$ cat src/rtl/telemetry_framer.sv
// Snapshots N sensor channels on request and streams them to the UART transmitter
// as a framed packet: SYNC, SEQ, LEN, big-endian payload, CHK (sum of SEQ..payload).
module telemetry_framer #(
  parameter int unsigned NUM_CHANNELS = 5,
  parameter int unsigned CHAN_WIDTH   = 16,
  parameter logic [7:0]  SYNC_BYTE    = 8'hA5
) (
  input  logic                               sclk,
  input  logic                               rst,
  input  logic                               sampleValid,
  input  logic [NUM_CHANNELS*CHAN_WIDTH-1:0] chanData,
  input  logic                               uartReady,
  output logic                               dataReady,
  output logic [7:0]                         outByte,
  output logic                               busy,
  output logic                               frameDone,
  output logic [7:0]                         seqNum,
  output logic [7:0]                         overrunCount
);

  localparam int unsigned BPC      = (CHAN_WIDTH + 7) / 8;
  localparam int unsigned LEN      = NUM_CHANNELS * BPC;
  localparam logic [7:0]  LEN_BYTE = 8'(LEN);
  localparam logic [7:0]  LAST_IDX = 8'(LEN + 3);

  if (LEN > 250) begin : g_lenCheck
    $error("telemetry_framer: payload length exceeds 250 bytes");
  end
  if (NUM_CHANNELS < 1 || CHAN_WIDTH < 1 || CHAN_WIDTH > 32) begin : g_paramCheck
    $error("telemetry_framer: channel parameters out of range");
  end

  typedef enum logic [1:0] {
    IDLE,
    ISSUE,
    WAIT_LOW
  } framerState;

  framerState state, stateNext;

  logic [NUM_CHANNELS*CHAN_WIDTH-1:0] snapData;
  logic [7:0] snapSeq;
  logic [7:0] byteIdx;
  logic [7:0] chk;
  logic [7:0] curByte;
  logic [7:0] curPayload;
  logic [7:0] payload [LEN];
  logic       accept;
  logic       advance;
  logic       finish;

  // Each channel is zero-extended to whole bytes and laid out MSB byte first.
  for (genvar ch = 0; ch < NUM_CHANNELS; ch++) begin : g_chan
    logic [BPC*8-1:0] padded;
    assign padded = (BPC*8)'(snapData[ch*CHAN_WIDTH +: CHAN_WIDTH]);
    for (genvar b = 0; b < BPC; b++) begin : g_byte
      assign payload[ch*BPC + b] = padded[(BPC-1-b)*8 +: 8];
    end
  end

  always_comb begin
    curPayload = '0;
    for (int unsigned i = 0; i < LEN; i++) begin
      if (32'(byteIdx) == i + 32'd3) curPayload = payload[i];
    end
  end

  always_comb begin
    if (byteIdx == 8'd0)          curByte = SYNC_BYTE;
    else if (byteIdx == 8'd1)     curByte = snapSeq;
    else if (byteIdx == 8'd2)     curByte = LEN_BYTE;
    else if (byteIdx == LAST_IDX) curByte = chk;
    else                          curByte = curPayload;
  end

  always_comb begin
    stateNext = state;
    dataReady = 1'b0;
    accept    = 1'b0;
    advance   = 1'b0;
    finish    = 1'b0;
    case (state)
      IDLE: begin
        if (sampleValid) begin
          accept    = 1'b1;
          stateNext = ISSUE;
        end
      end
      ISSUE: begin
        if (uartReady) begin
          dataReady = 1'b1;
          stateNext = WAIT_LOW;
        end
      end
      WAIT_LOW: begin
        // uartReady falling is the transmitter's acknowledgement of the byte.
        if (!uartReady) begin
          if (byteIdx == LAST_IDX) begin
            finish    = 1'b1;
            stateNext = IDLE;
          end else begin
            advance   = 1'b1;
            stateNext = ISSUE;
          end
        end
      end
      default: stateNext = IDLE;
    endcase
  end

  assign outByte = dataReady ? curByte : '0;
  assign busy    = (state != IDLE);

  always_ff @(posedge sclk) begin
    if (rst) state <= IDLE;
    else     state <= stateNext;
  end

  always_ff @(posedge sclk) begin
    if (rst) begin
      snapData     <= '0;
      snapSeq      <= '0;
      byteIdx      <= '0;
      chk          <= '0;
      seqNum       <= '0;
      overrunCount <= '0;
      frameDone    <= 1'b0;
    end else begin
      frameDone <= finish;
      if (accept) begin
        snapData <= chanData;
        snapSeq  <= seqNum;
        byteIdx  <= '0;
        chk      <= '0;
      end
      if (advance) byteIdx <= byteIdx + 8'd1;
      if (dataReady && byteIdx != 8'd0 && byteIdx != LAST_IDX) chk <= chk + curByte;
      if (finish) seqNum <= seqNum + 8'd1;
      if (sampleValid && busy && overrunCount != 8'hFF) overrunCount <= overrunCount + 8'd1;
    end
  end

endmodule

$ cat config.mk
export PLATFORM = sky130hd
export DESIGN_NAME = telemetry_framer
export DESIGN_NICKNAME = d
export VERILOG_FILES = /design/src/rtl/telemetry_framer.sv
export SDC_FILE = /design/constraint.sdc
export NUM_CORES = 1
export LEC_CHECK = 0
export BUFFER_PORTS_ARGS = -buffer_cell sky130_fd_sc_hd__buf_2
export CORE_MARGIN = 5
export CORE_UTILIZATION = 56
export DETAILED_ROUTE_END_ITERATION = 8
export PLACE_DENSITY_LB_ADDON = 0.1
export SLEW_MARGIN = 10
export SYNTH_ARGS = -nofsm -noshare
export SYNTH_HDL_FRONTEND = slang
export SYNTH_SLANG_ARGS = --single-unit
export TNS_END_PERCENT = 5
$ cat constraint.sdc
create_clock -name sclk -period 4.5 [get_ports sclk]
set_input_delay 0.45 -clock sclk [delete_from_list [all_inputs] [get_ports sclk]]
set_output_delay 0.45 -clock sclk [all_outputs]
set_load 0.02 [all_outputs]
== Word level (Yosys, flattened, before mapping) ==
Cells that the tools add are included.
Storage, ports and cells
  register bits after elaboration: 123
  input bits: 84
  logic and storage cells: 76
Cells by class
  add/sub/neg operators: 4
  eq/ne operators: 20
  mux-type cells: 33
  reduce and logical (&&, ||, !) cells: 11
Operators with widths (count)
  $mux W8: 18
  $eq A8 B4 Y1 const B: 6
  $eq A8 B3 Y1 const B: 4
  $add A8 B1 Y8 const B: 3
  $eq A8 B2 Y1 const B: 2
  $mux W1: 11
  $add A8 B8 Y8: 1
  $eq A8 B1 Y1 const B: 1
  $logic_not A8 Y1: 1
  $ne A8 B4 Y1 const B: 1
  $ne A8 B8 Y1 const B: 1
  $reduce_bool A8 Y1: 1
  $mux W2: 3
  $ne A2 B2 Y1 const B: 3
  $pmux W2 S3: 1
  $reduce_bool A2 Y1: 3
  $logic_and A1 B1 Y1: 4
  $reduce_and A3 Y1: 1
  $eq A2 B1 Y1 const B: 1
  $eq A2 B2 Y1 const B: 1
  $logic_not A2 Y1: 1

== Longest topological paths before layout ==
  depth in word-level cells: 17
  gate-level depth with buffers: 20

== Least setup slack after synthesis ==
OpenSTA, ideal clock, no wires.
  kind: register -> register
  from: register byteIdx[7]
  to: register chk[7]
  setup time: 0.123 ns
  data arrival time: 3.648 ns
  slack: 0.728 ns
  cell stages (with the launch flop): 18
  clock period less this slack: 3.772 ns
  cell sequence: dfxtp_1 -> or4_4 -> buf_6 -> buf_2 -> nor2_2 -> a21boi_0 -> o32ai_1 -> a21oi_1 -> o21ai_0 -> nor2_1 -> ha_1 -> a21oi_1 -> o211ai_1 -> o41ai_1 -> and3_1 -> mux2i_1 -> a21oi_1 -> mux2_1
On the way
  word-level cells in the longest chain between the ends: 17
Ends and longest elaborated chain
  from (decl): line 43  | logic [7:0] byteIdx;
  from (signal assigned): line 136  | if (advance) byteIdx <= byteIdx + 8'd1;
  $eq A8 B2 Y1: line 64  | if (32'(byteIdx) == i + 32'd3) curPayload = payload[i];
  $mux W8 (10 in a row): line 64
  $mux W8: line 72  | else if (byteIdx == LAST_IDX) curByte = chk;
  $mux W8: line 71  | else if (byteIdx == 8'd2) curByte = LEN_BYTE;
  $mux W8: line 70  | else if (byteIdx == 8'd1) curByte = snapSeq;
  $mux W8: line 69  | if (byteIdx == 8'd0) curByte = SYNC_BYTE;
  $add A8 B8 Y8: line 137  | if (dataReady && byteIdx != 8'd0 && byteIdx != LAST_IDX) chk <= chk + curByte;
  $mux W8: line 137
  to (signal assigned): line 137
  to (decl): line 44  | logic [7:0] chk;
Parallel ways exist; a longest one is shown, timed or not.
A chain may end at the register's enable or synchronous reset.

== Worst setup path in the final report ==
  from: register byteIdx[4]
  to: register chk[7]
Same word-level chain as after synthesis.

==> impl_metrics.toml <==
[outcome]
status = "completed"

[layout]
finalNetCount = 1008
n_antenna_cell = 0
ff_latch_area_um2 = 2460
instances_no_fill = 1062
multi_input_area_um2 = 3390
area_growth_pct = 20.7
drive_above_1_share = 0.193
design_area_um2 = 7340
fillers = 947

[critical_path]
cp_max_fo = 16
crit_type = "register to register"
crit_top_cell = "o21ai_0"
cp_top_family = "simple AND/OR/NAND/NOR gates"
critPathLaunchType = "register"
crit_path_end_kind = "register"
worst_ep_arrival_time_ns = 4.49
path_buf_inv = 1
cp.required_ns = 4.92
cpPeakStageDelay_ns = 0.68
slowest_stage = "or4_4"
path_cells = "or4_4 -> nor3_4 -> buf_4 -> nor3_1 -> o21ai_0 -> o21ai_0 -> o31ai_1 -> ha_1 -> nand3_1 -> o211ai_1 -> o41ai_2 -> and3_1 -> mux2i_1 -> a21oi_1 -> mux2_1"

[power_and_ir_drop]
seq_power_share = 0.427
p_leak_nw = 2.98
power_density_nw_per_um2 = 377
ir_drop_mv = 0.383
switching_share = 0.241
power.switching_mw = 0.667
clkPwrFrac = 0.497
internal_power_mw = 2.10
pwr-share-comb = 0.076

[hold_path]
hp-class = "input port to register"

[timing]
finalHoldViolations = 0
layout_min_cycle_time_ns = 4.07
finalSetupTns_ns = 0
fin_crit_sh = 0.905
finalClockSkew_ns = 0.00584
tightest_slew_ns = 0.923
slew-limit-headroom = 0.385
drv_slew = 0
setup-violations-final = 0
rsz0062_at_grt = "false"
fmax_ghz = 0.246
worst_slack_ns = 0.429

[synthesis]
ys_seq_area_frac = 0.405
synth_ff_type = "dfxtp_1"
syn_nets = 917
synth-edff-count = 0
netlist-cell-type-count = 63
netlist_instances = 819
netlist_area_um2 = 6090
synth-seq-cells = 123
yosysWarningCount = 0
async_flop_share = 0
postSynthAreaPerCell_um2 = 7.43

[clock_network]
cts.clk_slew.worst_paths_ns = 0.06
cts_tree = "yes"
htree_levels = 4
clock_path_buffers = 2
cts_buffers = 17
cts_root_buf = "clkbuf_8"
postCtsHoldBufs = 0
clkLatencyLatePin_ns = 0.53
cts_sinks = 123

[placement]
place_inst = 1031
dpl.hpwl_um = 13200
io_buffers = 110
pre_cts_ws_ns = 0.348
place_area_um2 = 6720
gp_congestion = 0.932

[global_route]
track_usage = 0.291
grt_pass1_wl_um = 30100
antenna_found_initial = 0
grt_pass1_vias = 6093
grt.overflow.total = 0
grt_start_max_net_pins = 64

[detailed_routing]
vias = 6248
drcViolationCount = 0
via_per_inst = 5.88
drtPass1Iterations = 5
wl_per_cell_um = 17.4
drtIter0Drc = 687
wl_um = 18500
ant_nets = 0

[floorplan]
die_h_um = 114
initial_utilization = 0.566
num_rows = 38
die_w_um = 114
ios = 111
fp.dieArea_um2 = 13100
core_um2 = 10700

[run]
maxCapViolations = 0
## cell type report
type,instances,share of cell area
clock buffer,20,0.0620
clock inverter,11,0.0196
inverter,12,0.00613
multi-input combinational,630,0.461
sequential,123,0.335
tap,140,0.0239
timing repair buffer,126,0.0917
## synth_stat cells, types with 5 or more instances
| master | number | area share |
|---|---|---|
| a21oi_1 | 121 | 0.10 |
| a22oi_1 | 5 | 0.0062 |
| and2_1 | 7 | 0.0072 |
| and3_1 | 6 | 0.0062 |
| buf_2 | 6 | 0.0049 |
| clkbuf_1 | 44 | 0.027 |
| dfxtp_1 | 123 | 0.40 |
| ha_1 | 13 | 0.027 |
| inv_1 | 12 | 0.0074 |
| nand2_1 | 225 | 0.14 |
| nand3_1 | 29 | 0.024 |
| nand3b_1 | 5 | 0.0062 |
| nand4_1 | 11 | 0.011 |
| nor2_1 | 60 | 0.037 |
| nor3_1 | 13 | 0.011 |
| nor3_2 | 5 | 0.0082 |
| o21ai_0 | 18 | 0.015 |
| o31ai_1 | 5 | 0.0062 |
| xnor2_1 | 8 | 0.012 |
| xor2_1 | 14 | 0.020 |
## tightest hold or removal path, cell delays in order
cell     delay (ns)
buf_2          0.10
nand2_1        0.04
a21oi_1        0.05
## flip-flops by register name, indices dropped and copies added (netlist names)
name	cells
chk	8
snapData	80
frameDone	1
seqNum	8
snapSeq	8
state	2
byteIdx	8
overrunCount	8
## stage by stage
stage | power, mW | util | hold slack [ns]
floorplan | 1.32 | - | 0.432
global route | 2.87 | 0.684 | 0.140
CTS | 2.78 | 0.681 | 0.137
global placement | 1.40 | 0.625 | 0.447
detailed placement | 1.41 | 0.625 | 0.454
finish | 2.77 | 0.684 | 0.152
## final timing paths
path	startpoint	end	slack, ns	depth (start not counted)
max	byteIdx[4]$_SDFFE_PP0P_	chk[7]$_SDFFE_PP0P_	0.43	15
min	chanData[77]	snapData[77]$_SDFFE_PP0P_	0.15	3
max reg2reg	byteIdx[4]$_SDFFE_PP0P_	chk[7]$_SDFFE_PP0P_	0.43	15
min reg2reg	snapData[63]$_SDFFE_PP0P_	snapData[63]$_SDFFE_PP0P_	0.46	2
## logic make-up (layout without fill, tap and decap cells)
logic type,Yosys count,after routing,synth area share
compound gates,204,204,0.201
simple gates,385,385,0.281
mux,5,5,0.00843
buf+inv,66,169,0.0432
fa+ha+maj,14,14,0.0300
xor+xnor,22,22,0.0317
flops,123,123,0.405
## layout by cell type, fill, tap and decap left out, types with 3 or more instances in the layout
cell type,netlist,layout
a221oi_1,4,4
clkbuf_8,0,4
nor3_1,13,12
nor2_1,60,60
xor2_1,14,14
nand3b_1,5,5
dfxtp_1,123,123
a31oi_1,4,4
or3_1,3,3
nand2b_1,3,3
ha_1,13,13
clkinv_2,0,4
inv_1,12,12
nand2_1,225,224
buf_4,0,17
nand3_1,29,29
o21a_1,4,4
nor2b_1,4,4
nand4_1,11,11
xnor2_1,8,8
o21ai_0,18,18
and2_1,7,6
o31ai_1,5,5
buf_2,6,109
bufinv_16,0,3
a22oi_1,5,5
clkinv_4,0,3
a211oi_1,4,4
nor3_2,5,5
a221o_1,4,4
mux2i_1,4,4
o211ai_1,3,3
a21oi_1,121,121
and3_1,6,6
clkbuf_16,0,16
o22ai_1,4,4
## power by group through the flow
stage	clock network [mW]	logic [mW]	registers (mW)
3_3_place_gp	0	0.200	1.20
2_1_floorplan	0	0.140	1.18
4_1_cts	1.39	0.211	1.18
6_report	1.38	0.209	1.18
3_5_place_dp	0	0.208	1.20
5_1_grt	1.45	0.237	1.18
## per-layer routing
metal,vias to the layer above,GRT usage,part of all wire
met5,-,0,0
met4,0,0.125,0.035
met3,48,0.0698,0.065
met2,234,0.481,0.48
met1,2953,0.361,0.42
li1,3013,-,-
## repair_timing
item	in CTS	in global routing
resized for setup	0	5
endpoints found under the setup margin	0	1
buffers inserted	0	0
No activity file was read; power rests on OpenSTA's default activity.
